<file path="src/rtl/adder_sweep_pkg.sv">
// Shared types and width helpers for the approximate-adder sweep controller.
package adder_sweep_pkg;

  typedef enum logic [1:0] {
    IDLE  = 2'd0,
    SWEEP = 2'd1,
    DONE  = 2'd2
  } state_t;

  localparam int unsigned DEF_N_IN = 4;
  localparam int unsigned DEF_ET   = 4;

  // Operand width: each operand takes half of the adder inputs.
  function automatic int unsigned op_width(input int unsigned n_in);
    return n_in / 2;
  endfunction

  // Error-count width: wide enough to count all 2^n_in vectors without wrapping.
  function automatic int unsigned cnt_width(input int unsigned n_in);
    return n_in + 1;
  endfunction

endpackage

</file>
<file path="src/rtl/adder_exact_ref.sv">
// Golden exact adder: splits the stimulus vector into A (low half) and B (high half).
module adder_exact_ref
  import adder_sweep_pkg::*;
#(
  parameter int unsigned N_IN = DEF_N_IN
) (
  input  logic [N_IN-1:0]   vec,
  output logic [N_IN/2:0]   sum_c
);

  localparam int unsigned OP_W  = op_width(N_IN);
  localparam int unsigned SUM_W = OP_W + 1;

  assign sum_c = SUM_W'(vec[OP_W-1:0]) + SUM_W'(vec[N_IN-1:OP_W]);

endmodule

</file>
<file path="src/rtl/adder_et_sweep_ctrl.sv">
// Exhaustive error characterisation of an approximate adder against its exact sum.
// Optional ADDER_SWEEP_EARLY_EXIT_EN: stop at the first vector whose error exceeds ET.
module adder_et_sweep_ctrl
  import adder_sweep_pkg::*;
#(
  parameter int unsigned N_IN  = DEF_N_IN,
  parameter int unsigned N_OUT = DEF_N_IN / 2 + 1,
  parameter int unsigned ET    = DEF_ET
) (
  input  logic                  clk,
  input  logic                  rst,
  input  logic                  start,
  output logic [N_IN-1:0]       dut_in,
  input  logic [N_OUT-1:0]      dut_out,
  output logic                  busy,
  output logic                  done,
  output logic                  pass,
  output logic [N_OUT-1:0]      max_err,
  output logic [N_IN:0]         err_count,
  output logic [N_IN-1:0]       worst_vec
);

  localparam int unsigned CNT_W  = cnt_width(N_IN);
  localparam int unsigned DIFF_W = N_OUT + 1;

  state_t             state, state_nx;
  logic [N_IN-1:0]    dut_in_nx;
  logic               busy_nx, done_nx, pass_nx;
  logic [N_OUT-1:0]   max_err_nx;
  logic [CNT_W-1:0]   err_count_nx;
  logic [N_IN-1:0]    worst_vec_nx;

  logic [N_OUT-1:0]   exact_c;
  logic [DIFF_W-1:0]  diff_c;
  logic [N_OUT-1:0]   err_c;
  logic               last_vec_c;
  logic               early_fail_c;

  adder_exact_ref #(.N_IN(N_IN)) u_exact (
    .vec   (dut_in),
    .sum_c (exact_c)
  );

  // Signed difference in one extra bit; magnitude always fits back in N_OUT bits.
  assign diff_c     = DIFF_W'(exact_c) - DIFF_W'(dut_out);
  assign err_c      = diff_c[N_OUT] ? N_OUT'(-diff_c) : N_OUT'(diff_c);
  assign last_vec_c = (dut_in == '1);

`ifdef ADDER_SWEEP_EARLY_EXIT_EN
  assign early_fail_c = (32'(err_c) > ET);
`else
  assign early_fail_c = 1'b0;
`endif

  always_ff @(posedge clk) begin
    if (rst) state <= IDLE;
    else     state <= state_nx;
  end

  // Next-state and next-output logic.
  always_comb begin
    state_nx     = state;
    dut_in_nx    = dut_in;
    busy_nx      = 1'b0;
    done_nx      = 1'b0;
    pass_nx      = pass;
    max_err_nx   = max_err;
    err_count_nx = err_count;
    worst_vec_nx = worst_vec;

    case (state)
      IDLE: begin
        if (start) begin
          state_nx     = SWEEP;
          busy_nx      = 1'b1;
          dut_in_nx    = '0;
          pass_nx      = 1'b0;
          max_err_nx   = '0;
          err_count_nx = '0;
          worst_vec_nx = '0;
        end
      end
      SWEEP: begin
        if (err_c != '0) err_count_nx = err_count + CNT_W'(1);
        // Strict compare keeps the first vector that reaches a new maximum.
        if (err_c > max_err) begin
          max_err_nx   = err_c;
          worst_vec_nx = dut_in;
        end
        if (last_vec_c || early_fail_c) begin
          state_nx = DONE;
          done_nx  = 1'b1;
          pass_nx  = (32'(max_err_nx) <= ET);
        end else begin
          dut_in_nx = dut_in + N_IN'(1);
          busy_nx   = 1'b1;
        end
      end
      DONE: begin
        state_nx = IDLE;
      end
      default: begin
        state_nx = IDLE;
      end
    endcase
  end

  always_ff @(posedge clk) begin
    if (rst) begin
      dut_in    <= '0;
      busy      <= 1'b0;
      done      <= 1'b0;
      pass      <= 1'b0;
      max_err   <= '0;
      err_count <= '0;
      worst_vec <= '0;
    end else begin
      dut_in    <= dut_in_nx;
      busy      <= busy_nx;
      done      <= done_nx;
      pass      <= pass_nx;
      max_err   <= max_err_nx;
      err_count <= err_count_nx;
      worst_vec <= worst_vec_nx;
    end
  end

endmodule

</file>
<file path="config.mk">
export PLATFORM = sky130hd
export DESIGN_NAME = adder_et_sweep_ctrl
export DESIGN_NICKNAME = d
export VERILOG_FILES = /design/src/rtl/adder_sweep_pkg.sv /design/src/rtl/adder_exact_ref.sv /design/src/rtl/adder_et_sweep_ctrl.sv
export SDC_FILE = /design/constraint.sdc
export NUM_CORES = 1
export LEC_CHECK = 0
export ABC_CLOCK_PERIOD_IN_PS = 4000
export CORE_MARGIN = 5
export CORE_UTILIZATION = 45
export CTS_CLUSTER_DIAMETER = 80
export DETAILED_ROUTE_END_ITERATION = 7
export PLACE_DENSITY_LB_ADDON = 0.12
export SLEW_MARGIN = 15
export SYNTH_ARGS = -nofsm -noshare
export SYNTH_HDL_FRONTEND = slang
export SYNTH_SLANG_ARGS = --single-unit
</file>
<file path="constraint.sdc">
create_clock -name clk -period 4 [get_ports clk]
set_clock_uncertainty 0.15 [all_clocks]
set_input_delay 0.8 -clock clk [delete_from_list [all_inputs] [get_ports clk]]
set_output_delay 0.8 -clock clk [all_outputs]
set_load 0.05 [all_outputs]
</file>
# Word level (Yosys, flattened, before mapping)
# Cells that the tools add are included.
[totals]
ff_bits = 21
inputBits = 6
out_inout_bits = 19
elab_cells = 56
[op_classes]
n_addsub = 5
order_cmp = 2
n_eq_ne = 7
muxes = 23
bitwise_logic = 1
reduce_logical = 10
[ops]
columns = ["operator", "count"]
rows = [
  ["$pmux 4 s2", 2],
  ["$mux 3", 4],
  ["$mux 4", 3],
  ["$reduce_and 3->1", 4],
  ["$mux 5", 2],
  ["$ne 2x2->1 const B", 5],
  ["$pmux 5 s2", 1],
  ["$pmux 3 s2", 1],
  ["$add 5x1->5 const B", 1],
  ["$mux 1", 5],
  ["$add 4x1->4 const B", 1],
  ["$eq 4x4->1 const B", 1],
  ["$mux 2", 2],
  ["$pmux 1 s2", 2],
  ["$pmux 2 s2", 1],
  ["$reduce_and 2->1", 2],
  ["$sub 3x3->4", 1],
  ["$add 2x2->3", 1],
  ["$gt 3x3->1", 1],
  ["$le 3x3->1 const B", 1],
  ["$neg 3->3", 1],
  ["$reduce_bool 3->1", 1],
  ["$eq 2x1->1 const B", 1],
  ["$logic_not 2->1", 1],
  ["other kinds (3)", 3],
]

# Logic depth before layout (Yosys ltp)
[logic_depth]
depth_word = 10
ltp_mapped = 17

# By module
# From an unflattened synthesis, not the netlist that was laid out.
[hier_totals]
hier_cells = 145
area_unflattened_um2 = 1232.4
[modules_own_cells]
columns = ["module", "instances", "cells_each", "area_each_um2", "seq_area_each_um2"]
rows = [
  ["adder_et_sweep_ctrl", 1, 138, 1181.1, 420.4],
  ["adder_exact_ref", 1, 7, 51.3, 0.0],
]

# Least setup slack after synthesis
# OpenSTA, ideal clock, no wires.
[synth_path]
kind = "register -> register"
from = "register dut_in[2]"
to = "register pass"
setup_ns = 0.088
arrival_ns = 3.857
t_required_ns = 3.762
path_slack_ns = -0.095
path_stages_with_launch = 17
path_buffers = 1
path_cell_list = "dfxtp_1 > clkbuf_1 > inv_1 > ha_1 > inv_1 > ha_1 > inv_1 > fa_1 > ha_1 > inv_1 > and4_1 > or2_2 > ha_1 > a21oi_1 > a21oi_1 > o311a_1 > a311oi_2"
[synth_between]
elab_chain_cells = 10
elab_cells_between_ends = 13
[synth_rtl]
columns = ["element", "line", "rtl"]
rows = [
  ["start, declared", "adder_et_sweep_ctrl.sv:13", "output logic [N_IN-1:0] dut_in,"],
  ["start signal, assigned", "adder_et_sweep_ctrl.sv:118", "dut_in <= dut_in_nx;"],
  ["$add 2x2->3", "adder_exact_ref.sv:14", "assign sum_c = SUM_W'(vec[OP_W-1:0]) + SUM_W'(vec[N_IN-1:OP_W]);"],
  ["$sub 3x3->4", "adder_et_sweep_ctrl.sv:45", "assign diff_c = DIFF_W'(exact_c) - DIFF_W'(dut_out);"],
  ["$neg 3->3", "adder_et_sweep_ctrl.sv:46", "assign err_c = diff_c[N_OUT] ? N_OUT'(-diff_c) : N_OUT'(diff_c);"],
  ["$mux 3", "adder_et_sweep_ctrl.sv:46", ""],
  ["$gt 3x3->1", "adder_et_sweep_ctrl.sv:86", "if (err_c > max_err) begin"],
  ["$mux 3", "adder_et_sweep_ctrl.sv:86", ""],
  ["$mux 3", "adder_et_sweep_ctrl.sv:71", "case (state)"],
  ["$le 3x3->1", "adder_et_sweep_ctrl.sv:93", "pass_nx = (32'(max_err_nx) <= ET);"],
  ["$mux 1", "adder_et_sweep_ctrl.sv:90", "if (last_vec_c || early_fail_c) begin"],
  ["$pmux 1 s2", "adder_et_sweep_ctrl.sv:71", ""],
  ["end signal, assigned", "adder_et_sweep_ctrl.sv:121", "pass <= pass_nx;"],
  ["end, declared", "adder_et_sweep_ctrl.sv:17", "output logic pass,"],
]
# Parallel ways exist; a longest one is shown, timed or not. The select of a mux whose other input is x is not followed.
# A chain may end at the register's enable or synchronous reset.

# Worst setup path after layout
[layout_path]
from = "input port dut_out[0]"
to = "register pass"
[layout_between]
elab_chain_cells = 9
[layout_rtl]
columns = ["element", "line", "rtl"]
rows = [
  ["start, declared", "adder_et_sweep_ctrl.sv:14", "input logic [N_OUT-1:0] dut_out,"],
  ["$sub 3x3->4 *", "adder_et_sweep_ctrl.sv:45", ""],
  ["$neg 3->3", "adder_et_sweep_ctrl.sv:46", ""],
  ["$mux 3 *", "adder_et_sweep_ctrl.sv:46", ""],
  ["$gt 3x3->1", "adder_et_sweep_ctrl.sv:86", ""],
  ["$mux 3 *", "adder_et_sweep_ctrl.sv:86", ""],
  ["$mux 3 *", "adder_et_sweep_ctrl.sv:71", ""],
  ["$le 3x3->1 *", "adder_et_sweep_ctrl.sv:93", ""],
  ["$mux 1 *", "adder_et_sweep_ctrl.sv:90", ""],
  ["$pmux 1 s2 *", "adder_et_sweep_ctrl.sv:71", ""],
]
# Every way passes the cells marked *; elsewhere a longest branch is shown, timed or not. The select of a mux whose other input is x is not followed.

==> summary.txt <==
Status
  • Status: complete, no violations

GRT
  • GRT overflow: 0
  • GRT Total Usage: 0.152
  • Vias in the first global route: 1125
  • Pin count of the biggest net entering global routing: 15
  • Global-route wire length before repair: around 5000 um
  • Initial antenna violation count: 0

Worst setup path
  • CP required: just over 4000 ps
  • Worst Setup SP: dut_out[0]
  • Critical path endpoint category: flop
  • Crit Path Max Fanout: 3
  • CP Capture Point: pass$_SDFFE_PP0P_
  • Type of the worst setup path: in2reg
  • R2R Path Start: dut_in[3]$_SDFFE_PP0P_
  • Worst reg-to-reg path cell count: 13
  • CP Data Arrival Time: slightly below 4000 ps
  • Worst r2r dst: pass$_SDFFE_PP0P_
  • R2r setup slk: 440 ps
  • Crit path launch type: input pin

Clocking
  • H-tree Lvls: 1
  • Total CTS buffers: 3
  • Worst skew pair latency: 310 ps
  • CTS tree: done
  • Post-CTS Hold Buffers: 0
  • Worst-path clk slew: 130 ps
  • Clock root buffer: clkbuf_4
  • Clock sinks: 21
  • Clock buffer depth: 2

Drt
  • Detailed-route via count: between 1000 and 1500
  • Antenna-violating nets left: 0
  • DR iter-0 viols: 24
  • Routed wire length: around 2800 um
  • DRC viols: 0
  • Pre-Repair DR Iteration Count: 4
  • Routed vias/inst: ~5.5
  • Wire per inst: 13.8 um

Synth
  • EDFF count, synth: 0
  • Syn. warnings: 0
  • Async S/R FF share, synth: 0
  • Sequential fraction of the synthesis area: 0.343
  • Syn Nets: between 150 and 200
  • Cells after Synth: 134
  • Synth Cell Area: 0.00123 sq mm
  • Seq cells post-synth: 21
  • Syn Area/Cell: between 9 and 10 sq um
  • Yosys top cell area share: 0.343
  • Synth area leaders: dfxtp_1 34%, ha_1 10%, inv_1 5.5%, a22o_1 5.0%, a21oi_1 3.7%
  • Synth area leader: dfxtp_1
  • Most common flop cell mapped by yosys: dfxtp_1
  • Number of library cell types mapped by synthesis: 43

Pwr
  • Final Power: ~0.57 mW
  • Pwr dens: around 340 mW/mm^2
  • Worst VDD drop: around 0.00027 V
  • Lkg Pwr: 0.651 nW

STA
  • Period utilisation layout: 0.972
  • Fin crit period: 3890 ps
  • Worst hold margin: roughly 360 ps
  • Final Setup Violations: 0
  • Slew Limit Fails: 0
  • Final worst slack: 114 ps
  • RSZ-0062 raised after global routing: no
  • Worst Max-Slew Pin Slew: 538 ps
  • Slew HR: 0.641
  • Peak Freq: 0.257 GHz
  • Final Hold Fails: 0

Final layout
  • Finished Cell Area: between 0.0015 and 0.002 sq mm
  • Most frequent cells in the layout: 22 x clkdlybuf4s50_1, 18 x dfxtp_1, 16 x inv_1
  • Final nets: 191
  • # fillers: between 200 and 300
  • FF+latch area: about 420 sq um
  • Layout area overhead: 34.9%
  • Most common cell after layout, fill and taps aside: clkdlybuf4s50_1
  • # diodes: 0
  • Share of layout cells above drive strength 1: 0.238
  • Multi-input logic area: roughly 740 sq um

Floorplan
  • Core footprint: between 0.002 and 0.003 sq mm
  • Total die area: 0.00387 sq mm
  • Top Ports: 25
  • Initial Util: 0.456
  • Die Y: 62.2 um
  • Chip Width: between 60 and 70 um
  • Row count: 19

Placement
  • I/O Buffers: 24
  • DP HPWL: 2210 um
  • GP Congestion: around 0.8
  • Place WS: -507 ps
  • DP Area: 0.00158 sq mm

Hold path
  • Hold wc startpoint: err_count[2]$_SDFFE_PP0P_
  • Hold Path Class: reg2reg

Run
  • Max cap viols: 0
-- sequential cells by signal, indices dropped and copies added, names as in the netlist --
| register | count |
|---|---|
| busy | 1 |
| done | 1 |
| dut_in | 4 |
| err_count | 5 |
| max_err | 3 |
| pass | 1 |
| state | 2 |
| worst_vec | 4 |
-- what timing repair did --
item	in CTS	in global routing
hold endpoints to repair	0	0
resized for setup	10	0
setup buffers	2	0
endpoints found under the setup margin	8	1
pin swaps	9	2
-- where the power goes --
group / total, mW / internal, mW / switching, mW / leakage, nW
sequential: 0.227 / 0.218 / 0.00958 / 0.172
combinational: 0.233 / 0.111 / 0.122 / 0.465
clock: 0.108 / 0.0381 / 0.0696 / 0.0139
-- worst max-delay path, stage by stage --
cell	delay, ps
dlygate4sd2_1	230
ha_1	280
inv_1	60
ha_2	170
inv_2	40
fa_1	560
ha_2	190
inv_2	40
and4_1	150
or2_4	260
ha_4	270
nand3b_1	90
buf_4	150
and2_1	130
o31a_1	310
a311oi_2	240
-- synth_stat cells (all sizes together) (2+ instances only) --
cell / instances
buf: 3
and3: 3
o21ai: 4
a22oi: 2
nand2: 2
fa: 2
nor3: 3
inv: 18
ha: 10
dfxtp: 21
a21oi: 10
o21bai: 2
a31o: 2
nand3: 7
xnor2: 2
nor2: 6
and2: 4
a22o: 7
clkbuf: 2
a31oi: 2
a211oi: 5
a311oi: 2
-- area by class of cell --
cell class	instances	share of cell area
Timing Repair Buffer	39	0.212
Sequential cell	21	0.256
Clock buffer	3	0.0136
Multi-Input combinational cell	90	0.449
Clock inverter	1	0.00454
Inverter	18	0.0408
Tap cell	31	0.0234
-- per-stage QoR --
stage          setup TNS, ps  instances   util
5_1_grt                    0        203  0.616
3_5_place_dp           -3640        197  0.590
2_1_floorplan              0        134      -
6_report                   0        203  0.616
3_3_place_gp           -3170        197  0.590
4_1_cts                    0        203  0.616
-- metal layers --
metal | vias up | global-route usage | share of wire
met5 | - | 0 | 0
met4 | 0 | 0.0569 | 0.0079
met3 | 2 | 0.0216 | 0.036
met2 | 20 | 0.264 | 0.49
met1 | 521 | 0.186 | 0.47
li1 | 565 | - | -
-- worst min path at each step --
stage          slack [ps]                   endpoint  cells after the start
3_3_place_gp          310  worst_vec[1]$_SDFFE_PP0P_                      1
2_1_floorplan         400            done$_SDFF_PP0_                      2
3_5_place_dp          320  worst_vec[0]$_SDFFE_PP0P_                      1
4_1_cts               350  worst_vec[0]$_SDFFE_PP0P_                      1
5_1_grt               380  err_count[4]$_SDFFE_PP0P_                      2
6_report              360  err_count[2]$_SDFFE_PP0P_                      2
-- cell families after synthesis --
group	share of synthesized area
xor gates and xnor gates	0.0276
and+or+nand+nor	0.151
muxes	0.00816
buffers and inverters	0.0735
AOI/OAI and AO/OA	0.262
adders and majority gates	0.135
DFF	0.343
(Power assumes the default switching activity.)
